===== config.mk =====
export PLATFORM = sky130hd
export DESIGN_NAME = cache_mshr_chain
export DESIGN_NICKNAME = d
export VERILOG_FILES = /design/src/rtl/cache_mshr_pkg.sv /design/src/rtl/cache_mshr_freelist.sv /design/src/rtl/cache_mshr_chain.sv
export SDC_FILE = /design/constraint.sdc
export NUM_CORES = 2
export LEC_CHECK = 0
export BUFFER_PORTS_ARGS = -buffer_cell sky130_fd_sc_hd__buf_2
export CAP_MARGIN = 15
export CORE_MARGIN = 2
export CORE_UTILIZATION = 55
export CTS_CLUSTER_SIZE = 28
export DETAILED_ROUTE_END_ITERATION = 10
export PLACE_DENSITY = 0.76
export SLEW_MARGIN = 20
export SYNTH_ARGS = -nofsm -noshare
export SYNTH_HDL_FRONTEND = slang
export SYNTH_SLANG_ARGS = --single-unit

===== constraint.sdc =====
create_clock -name clk -period 4.3 [get_ports clk]
set_input_delay 0.86 -clock clk [delete_from_list [all_inputs] [get_ports clk]]
set_output_delay 0.86 -clock clk [all_outputs]
set_load 0.02 [all_outputs]

===== src/rtl/cache_mshr_pkg.sv =====
// Shared defaults, types and replay state codes for the chained per-bank MSHR.
package cache_mshr_pkg;

  localparam int unsigned LINE_ADDR_W_DEF  = 26;
  localparam int unsigned DATA_W_DEF       = 64;
  localparam int unsigned MSHR_SIZE_DEF    = 8;
  localparam int unsigned ID_W_DEF         = $clog2(MSHR_SIZE_DEF);
  localparam int unsigned AFULL_THRESH_DEF = MSHR_SIZE_DEF - 2;

  typedef logic [ID_W_DEF-1:0] mshr_id_t;

  typedef struct packed {
    logic [LINE_ADDR_W_DEF-1:0] addr;
    logic                       rw;
    logic                       filled;
    logic                       has_next;
    mshr_id_t                   next_idx;
    logic                       tail;
  } mshr_entry_t;

  localparam logic [0:0] RP_IDLE   = 1'b0;
  localparam logic [0:0] RP_ACTIVE = 1'b1;

  function automatic logic [31:0] sat_inc32(input logic [31:0] v);
    return (v == '1) ? v : v + 32'd1;
  endfunction

endpackage


===== src/rtl/cache_mshr_freelist.sv =====
// Lowest-index free slot select; id and availability are registered.
module cache_mshr_freelist #(
  parameter int unsigned MSHR_SIZE = 8,
  parameter int unsigned ID_W      = $clog2(MSHR_SIZE)
) (
  input  logic                 clk,
  input  logic                 reset_n,
  input  logic [MSHR_SIZE-1:0] busy_next,
  output logic [ID_W-1:0]      alloc_id,
  output logic                 free_avail
);

  logic [ID_W-1:0] id_d, id_q;
  logic            avail_d, avail_q;

  always_comb begin
    id_d    = '0;
    avail_d = 1'b0;
    for (int unsigned i = MSHR_SIZE; i > 0; i--) begin
      if (!busy_next[i-1]) begin
        id_d    = ID_W'(i - 1);
        avail_d = 1'b1;
      end
    end
  end

  always_ff @(posedge clk) begin
    if (!reset_n) begin
      id_q    <= '0;
      avail_q <= 1'b1;
    end else begin
      id_q    <= id_d;
      avail_q <= avail_d;
    end
  end

  assign alloc_id   = id_q;
  assign free_avail = avail_q;

endmodule


===== src/rtl/cache_mshr_chain.sv =====
// Per-bank MSHR tracking misses as per-line linked chains with replay walk.
// Optional perf counters are enabled with the MSHR_PERF_EN macro.
module cache_mshr_chain
  import cache_mshr_pkg::*;
#(
  parameter int unsigned LINE_ADDR_W  = LINE_ADDR_W_DEF,
  parameter int unsigned DATA_W       = DATA_W_DEF,
  parameter int unsigned MSHR_SIZE    = MSHR_SIZE_DEF,
  parameter int unsigned ID_W         = $clog2(MSHR_SIZE),
  parameter int unsigned AFULL_THRESH = MSHR_SIZE - 2
) (
  input  logic                   clk,
  input  logic                   reset_n,
  input  logic                   alloc_valid,
  output logic                   alloc_ready,
  input  logic [LINE_ADDR_W-1:0] alloc_addr,
  input  logic                   alloc_rw,
  input  logic [DATA_W-1:0]      alloc_data,
  output logic [ID_W-1:0]        alloc_id,
  output logic                   alloc_primary,
  input  logic                   release_valid,
  input  logic [ID_W-1:0]        release_id,
  input  logic                   fill_valid,
  input  logic [ID_W-1:0]        fill_id,
  output logic [LINE_ADDR_W-1:0] fill_addr,
  output logic                   deq_valid,
  input  logic                   deq_ready,
  output logic [ID_W-1:0]        deq_id,
  output logic [LINE_ADDR_W-1:0] deq_addr,
  output logic                   deq_rw,
  output logic [DATA_W-1:0]      deq_data,
  output logic                   deq_last,
  input  logic                   flush_req,
  output logic                   flush_done,
  output logic [ID_W:0]          occupancy,
  output logic                   almost_full
`ifdef MSHR_PERF_EN
  ,
  output logic [31:0]            perf_allocs,
  output logic [31:0]            perf_secondary,
  output logic [31:0]            perf_full_stalls
`endif
);

  localparam logic [ID_W:0] AFULL_L = (ID_W+1)'(AFULL_THRESH);
  localparam logic [ID_W:0] FULL_L  = (ID_W+1)'(MSHR_SIZE);

  logic [MSHR_SIZE-1:0]   valid_d, valid_q, filled_d, filled_q;
  logic [MSHR_SIZE-1:0]   has_next_d, has_next_q, tail_d, tail_q;
  logic [ID_W-1:0]        next_d [MSHR_SIZE];
  logic [ID_W-1:0]        next_q [MSHR_SIZE];
  logic [LINE_ADDR_W-1:0] addr_d [MSHR_SIZE];
  logic [LINE_ADDR_W-1:0] addr_q [MSHR_SIZE];
  logic [DATA_W:0]        pay_mem [MSHR_SIZE];

  logic [0:0]      rp_state_d, rp_state_q;
  logic [ID_W-1:0] ptr_d, ptr_q;
  logic [ID_W:0]   occ_d, occ_q;
  logic            flush_done_d, flush_done_q;

  logic                 free_avail, alloc_fire, deq_fire, match_any, fill_same_line;
  logic [ID_W-1:0]      match_idx;
  logic [MSHR_SIZE-1:0] busy_next;

  assign alloc_ready    = free_avail && !flush_req;
  assign alloc_fire     = alloc_valid && alloc_ready;
  assign deq_fire       = (rp_state_q == RP_ACTIVE) && deq_ready;
  assign fill_addr      = addr_q[fill_id];
  assign fill_same_line = fill_valid && (alloc_addr == fill_addr);

  // Slots freed this cycle stay busy for one selection round.
  always_comb begin
    busy_next = valid_q;
    if (alloc_fire) busy_next[alloc_id] = 1'b1;
  end

  cache_mshr_freelist #(
    .MSHR_SIZE (MSHR_SIZE),
    .ID_W      (ID_W)
  ) u_freelist (
    .clk        (clk),
    .reset_n    (reset_n),
    .busy_next  (busy_next),
    .alloc_id   (alloc_id),
    .free_avail (free_avail)
  );

  always_comb begin
    match_any = 1'b0;
    match_idx = '0;
    for (int unsigned i = 0; i < MSHR_SIZE; i++) begin
      if (valid_q[i] && !filled_q[i] && tail_q[i] && (addr_q[i] == alloc_addr) && !fill_same_line) begin
        match_any = 1'b1;
        match_idx = ID_W'(i);
      end
    end
  end

  assign alloc_primary = !match_any;

  always_comb begin
    valid_d    = valid_q;
    filled_d   = filled_q;
    has_next_d = has_next_q;
    tail_d     = tail_q;
    next_d     = next_q;
    addr_d     = addr_q;
    rp_state_d = rp_state_q;
    ptr_d      = ptr_q;

    if (release_valid) valid_d[release_id] = 1'b0;

    if (deq_fire) begin
      valid_d[ptr_q] = 1'b0;
      if (has_next_q[ptr_q]) begin
        ptr_d                   = next_q[ptr_q];
        filled_d[next_q[ptr_q]] = 1'b1;
      end else begin
        rp_state_d = RP_IDLE;
      end
    end

    // Marking the chain tail at fill time keeps later same-line misses off the replaying chain.
    if (fill_valid) begin
      rp_state_d        = RP_ACTIVE;
      ptr_d             = fill_id;
      filled_d[fill_id] = 1'b1;
      for (int unsigned i = 0; i < MSHR_SIZE; i++) begin
        if (valid_q[i] && !filled_q[i] && tail_q[i] && (addr_q[i] == fill_addr)) filled_d[i] = 1'b1;
      end
    end

    if (alloc_fire) begin
      valid_d[alloc_id]    = 1'b1;
      filled_d[alloc_id]   = 1'b0;
      tail_d[alloc_id]     = 1'b1;
      has_next_d[alloc_id] = 1'b0;
      next_d[alloc_id]     = '0;
      addr_d[alloc_id]     = alloc_addr;
      if (match_any) begin
        has_next_d[match_idx] = 1'b1;
        next_d[match_idx]     = alloc_id;
        tail_d[match_idx]     = 1'b0;
      end
    end

    occ_d = occ_q + (ID_W+1)'(alloc_fire) - (ID_W+1)'(release_valid) - (ID_W+1)'(deq_fire);
    flush_done_d = flush_req && (occ_q == '0);
  end

  always_ff @(posedge clk) begin
    if (!reset_n) begin
      valid_q      <= '0;
      filled_q     <= '0;
      has_next_q   <= '0;
      tail_q       <= '0;
      rp_state_q   <= RP_IDLE;
      ptr_q        <= '0;
      occ_q        <= '0;
      flush_done_q <= 1'b0;
      for (int unsigned i = 0; i < MSHR_SIZE; i++) begin
        next_q[i] <= '0;
        addr_q[i] <= '0;
      end
    end else begin
      valid_q      <= valid_d;
      filled_q     <= filled_d;
      has_next_q   <= has_next_d;
      tail_q       <= tail_d;
      next_q       <= next_d;
      addr_q       <= addr_d;
      rp_state_q   <= rp_state_d;
      ptr_q        <= ptr_d;
      occ_q        <= occ_d;
      flush_done_q <= flush_done_d;
    end
  end

  always_ff @(posedge clk) begin
    if (alloc_fire) pay_mem[alloc_id] <= {alloc_rw, alloc_data};
  end

  assign deq_valid   = (rp_state_q == RP_ACTIVE);
  assign deq_id      = ptr_q;
  assign deq_addr    = addr_q[ptr_q];
  assign deq_rw      = pay_mem[ptr_q][DATA_W];
  assign deq_data    = pay_mem[ptr_q][DATA_W-1:0];
  assign deq_last    = !has_next_q[ptr_q];
  assign occupancy   = occ_q;
  assign almost_full = (occ_q >= AFULL_L);
  assign flush_done  = flush_done_q;

`ifdef MSHR_PERF_EN
  logic [31:0] perf_allocs_d, perf_allocs_q, perf_sec_d, perf_sec_q, perf_stall_d, perf_stall_q;

  always_comb begin
    perf_allocs_d = perf_allocs_q;
    perf_sec_d    = perf_sec_q;
    perf_stall_d  = perf_stall_q;
    if (alloc_fire) perf_allocs_d = sat_inc32(perf_allocs_q);
    if (alloc_fire && match_any) perf_sec_d = sat_inc32(perf_sec_q);
    if (alloc_valid && !alloc_ready) perf_stall_d = sat_inc32(perf_stall_q);
  end

  always_ff @(posedge clk) begin
    if (!reset_n) begin
      perf_allocs_q <= '0;
      perf_sec_q    <= '0;
      perf_stall_q  <= '0;
    end else begin
      perf_allocs_q <= perf_allocs_d;
      perf_sec_q    <= perf_sec_d;
      perf_stall_q  <= perf_stall_d;
    end
  end

  assign perf_allocs      = perf_allocs_q;
  assign perf_secondary   = perf_sec_q;
  assign perf_full_stalls = perf_stall_q;
`endif

`ifndef SYNTHESIS
  always_ff @(posedge clk) begin
    if (reset_n) begin
      if (release_valid) assert (valid_q[release_id] && !has_next_q[release_id]);
      assert (!(fill_valid && (rp_state_q == RP_ACTIVE)));
      assert (!(alloc_fire && (occ_q == FULL_L)));
      assert (occ_q >= ((ID_W+1)'(release_valid) + (ID_W+1)'(deq_fire)));
    end
  end
`endif

endmodule


==> results by group <==
Setup path
  – Total stage count of the critical path: 10
  – Worst path required time: 3.44 ns
  – End of the critical path: alloc_primary
  – Largest fanout on the critical path: 12
  – Type of the worst setup path: in2out
  – Worst reg2reg path startpoint: addr_q[158]$_SDFFE_PN0P_
  – R2R depth: 10
  – CP endpoint kind: primary output
  – Number of buffer and inverter stages on the critical path: 4
  – Startpoint types: input port
  – Worst reg-to-reg setup slack: 0.90 ns
  – Cell Chain, Critical Path: buf_2 -> buf_4 -> xnor2_1 -> nand4_1 -> nor4_1 -> buf_4 -> nand2_1 -> nand4_1 -> o41ai_1 -> buf_2
  – Startpoint of the most critical setup path: alloc_addr[18]
  – R2r endpoint: next_q[18]$_SDFFE_PN0P_
  – Critical-path cell with the highest stage delay: sky130_fd_sc_hd__xnor2_1
  – Delay-heaviest family, CP: buffers and inverters
  – Endpoint arrival time on the critical path: 3.39 ns
  – Largest stage delay on the critical path: 0.62 ns

Placement
  – Placed Instances: 4,296
  – Post-Place Setup Slack: -0.100 ns
  – Final weighted congestion of routability-driven global placement: 1.11
  – Port Buffer Count: 236
  – Total placed instance area: 43,300 sq um
  – HPWL after detailed placement: 118 mm

Power and ir drop
  – Maximum vdd drop: 410 uV
  – Leakage: 16.0 nW
  – PD cells: 387 nW/um^2

Worst hold path
  – Number of instances on the worst hold path: 1
  – Min-delay src: alloc_data[60]
  – Class of the tightest hold or removal check: in2reg

Floorplan
  – Site row count: 97
  – Number of primary I/O pins: 237
  – Full die area: 73,100 sq um
  – Effective utilization at floorplan: 55.7%
  – Die Ht: 270 um
  – Standard cell core area: 70,100 sq um
  – Width of the chip: 270 um

Drt
  – Total via count after detailed routing: 30.9k
  – Iteration count of the initial detailed-routing pass: 7
  – DRC violations left: 0
  – Aggregate routed wire length: 171 mm
  – Routed wirelength normalized by instance count: 38.3 um
  – Number of antenna-violating nets in the routed design: 0
  – Drt via density: 6.92
  – DRC violation total after the first TritonRoute iteration: 5,708

Timing
  – Max-slew violation total from the final report: 0
  – Period utilization: 98.9%
  – Number of failing setup endpoints in the final timing report: 0
  – Count of final hold-check violations: 0
  – Worst slew margin relative to its limit: 32.0%
  – Final Skew: 0.0450 ns
  – Post-route setup slack: 0.0479 ns
  – Final-layout worst hold slack: 0.441 ns
  – Fmax: 235 MHz
  – Post-route minimum period: 4.25 ns
  – Slew at the pin with the worst max-slew slack: 1.01 ns

Yosys
  – Library cells used by synthesis: 69
  – Cell taking the most area after synthesis: sky130_fd_sc_hd__edfxtp_1
  – Summed instance area of the synthesized netlist: 39,000 sq um
  – Synth warnings: 0
  – Async set or reset register ratio after synthesis: 0%
  – Number of enable-type register cells in the synthesized netlist: 520
  – Commonest cells post-synth: sky130_fd_sc_hd__edfxtp_1 (520), sky130_fd_sc_hd__nand2_1 (470), sky130_fd_sc_hd__dfxtp_1 (280)
  – Dominant cell by count in the synthesized netlist: sky130_fd_sc_hd__edfxtp_1
  – Sequential area share after synthesis: 54.3%
  – Flip-flop cell with the highest count after synthesis: sky130_fd_sc_hd__edfxtp_1
  – Number of synthesized register bits: 800
  – Largest cells by area after synthesis: sky130_fd_sc_hd__edfxtp_1 (40%), sky130_fd_sc_hd__dfxtp_1 (14%), sky130_fd_sc_hd__mux4_2 (14%)
  – Average size of a mapped cell: 12.9 sq um
  – Synth Net Count: 3,131
  – Count of mapped cells out of synthesis: 3,020
  – Fraction of post-synthesis cell area in the top cell type by area: 40.0%

GRT
  – GRT Residual Overflow: 0
  – Number of antenna violations at the first check in global routing: 9
  – Vias in the first global route: 29.9k
  – Global-route usage over all layers: 46.4%
  – Largest net degree at the start of global routing: 125
  – First-pass GRT wire length: 236 mm

Cells and area
  – Number of standard cells in the layout, taps in and fillers out: 4,460
  – Area growth from synthesis to final layout: 18.5%
  – Number of filler instances in the final layout: 4,999
  – NumNets Final: 3,556
  – Fraction of final layout cells with drive strength greater than 1: 30.4%
  – Design area: 46,300 sq um

Clocking
  – CTS Buf Count: 83
  – Count of H-tree levels built during CTS: 3
  – Number of buffers between clock root and the deepest sink: 3
  – CTS tree: yes
  – Clock Latency Late Sink: 0.68 ns
  – Clock root buffer: sky130_fd_sc_hd__clkbuf_16
  – Number of sinks on the clock net: 800
  – Hold buffers post-CTS: 0
  – Clock transition at the registers of the reported paths: 0.06 ns

Status
  – Status: finished clean

Job
  – Max capacitance violation total: 0
-- routing by layer --
metal	GRT usage (%)	wire [um]	up-vias	share of wire [%]
met1	58.8	59000	15200	34
met2	68.9	74500	2842	44
met4	31.7	14800	10	8.6
met5	0.0658	60	-	0.035
met3	13.9	22600	722	13
li1	-	-	12100	-
-- layout make-up --
cell class              count  area (sq um)  area share, %
clock inverters            43           621           1.34
inverters                  47           201          0.435
diodes                      8          20.0         0.0432
multi-input cells        1962         16800           36.3
flip-flops and latches    800         21200           45.9
repair buffers            551          3940           8.52
clock buffers             109          2300           4.96
well taps                 940          1180           2.54
-- state kept, by name, indices dropped and copies added (netlist names), 3 cells and up, named ones only --
| name | count |
|---|---|
| u_freelist.alloc_id | 3 |
| has_next_q | 8 |
| deq_id | 3 |
| filled_q | 8 |
| occupancy | 4 |
| addr_q | 208 |
| valid_q | 8 |
| pay_mem | 520 |
| tail_q | 8 |
| next_q | 24 |
-- report_power, final --
part	internal (W)	total [W]	leakage, nW	switching (W)
clock network	0.00443	0.00777	1.42	0.00335
registers	0.00826	0.00836	6.96	0.000107
logic	0.000652	0.00179	7.57	0.00114
-- timing repair --
item / in CTS / in global routing
gates cloned: 0 / 1
setup endpoints to repair: 1 / 1
setup buffers: 0 / 3
pin swaps: 1 / 4
resized for setup: 4 / 5
-- worst reg2reg max path: stages, from the launching register on --
cell,delay (ns)
sky130_fd_sc_hd__dfxtp_1,0.41
sky130_fd_sc_hd__buf_4,0.19
sky130_fd_sc_hd__xnor2_1,0.55
sky130_fd_sc_hd__nand4b_1,0.17
sky130_fd_sc_hd__nor4_1,0.35
sky130_fd_sc_hd__nand4b_1,0.14
sky130_fd_sc_hd__buf_4,0.25
sky130_fd_sc_hd__a2111oi_0,0.39
sky130_fd_sc_hd__buf_4,0.18
sky130_fd_sc_hd__or3b_1,0.49
sky130_fd_sc_hd__mux2i_1,0.17
-- cell families (layout without fill, tap and decap cells) --
group	Yosys count	in the layout	synth area share (%)
AND/OR/NAND/NOR	820	820	9.92
flip-flops	800	800	54.3
XOR/XNOR	440	440	9.87
multiplexers	382	382	18.3
AO/OA/AOI/OAI	313	313	4.53
buffers and inverters	258	750	2.73
adder cells (fa/ha/maj)	7	7	0.263
other	0	8	0
-- how the worst min path moves through the flow --
stage	to	slack (ns)
after floorplan	has_next_q[7]$_SDFFE_PN0P_	0.42
after global placement	has_next_q[7]$_SDFFE_PN0P_	0.43
after detailed placement	has_next_q[1]$_SDFFE_PN0P_	0.45
after CTS	pay_mem[1][63]$_DFFE_PP_	0.42
after global routing	pay_mem[1][60]$_DFFE_PP_	0.46
final	pay_mem[6][60]$_DFFE_PP_	0.44
-- through the flow --
| step | util, % | power, W | TNS [ns] |
|---|---|---|---|
| final | 66.0 | 0.0179 | 0 |
| after global routing | 66.0 | 0.0182 | -0.0118 |
| after CTS | 65.9 | 0.0179 | 0 |
| after detailed placement | 61.7 | 0.0102 | -0.100 |
| after global placement | 61.7 | 0.0102 | -0.0661 |
| after floorplan | - | 0.00945 | 0 |
-- placed cells by master, fill, tap and decap left out, drive strengths merged, types with 49 or more instances in the layout --
| cell type | synthesis | layout |
|---|---|---|
| nor4 | 49 | 49 |
| a21oi | 239 | 239 |
| nand4 | 117 | 117 |
| mux4 | 236 | 236 |
| buf | 64 | 550 |
| dfxtp | 280 | 280 |
| inv | 47 | 49 |
| mux2i | 51 | 51 |
| clkbuf | 147 | 110 |
| nand3 | 49 | 49 |
| edfxtp | 520 | 520 |
| xnor2 | 255 | 255 |
| xor2 | 185 | 185 |
| mux2 | 95 | 95 |
| nand2 | 470 | 470 |
Note: power is estimated with default switching activity, not from simulation.
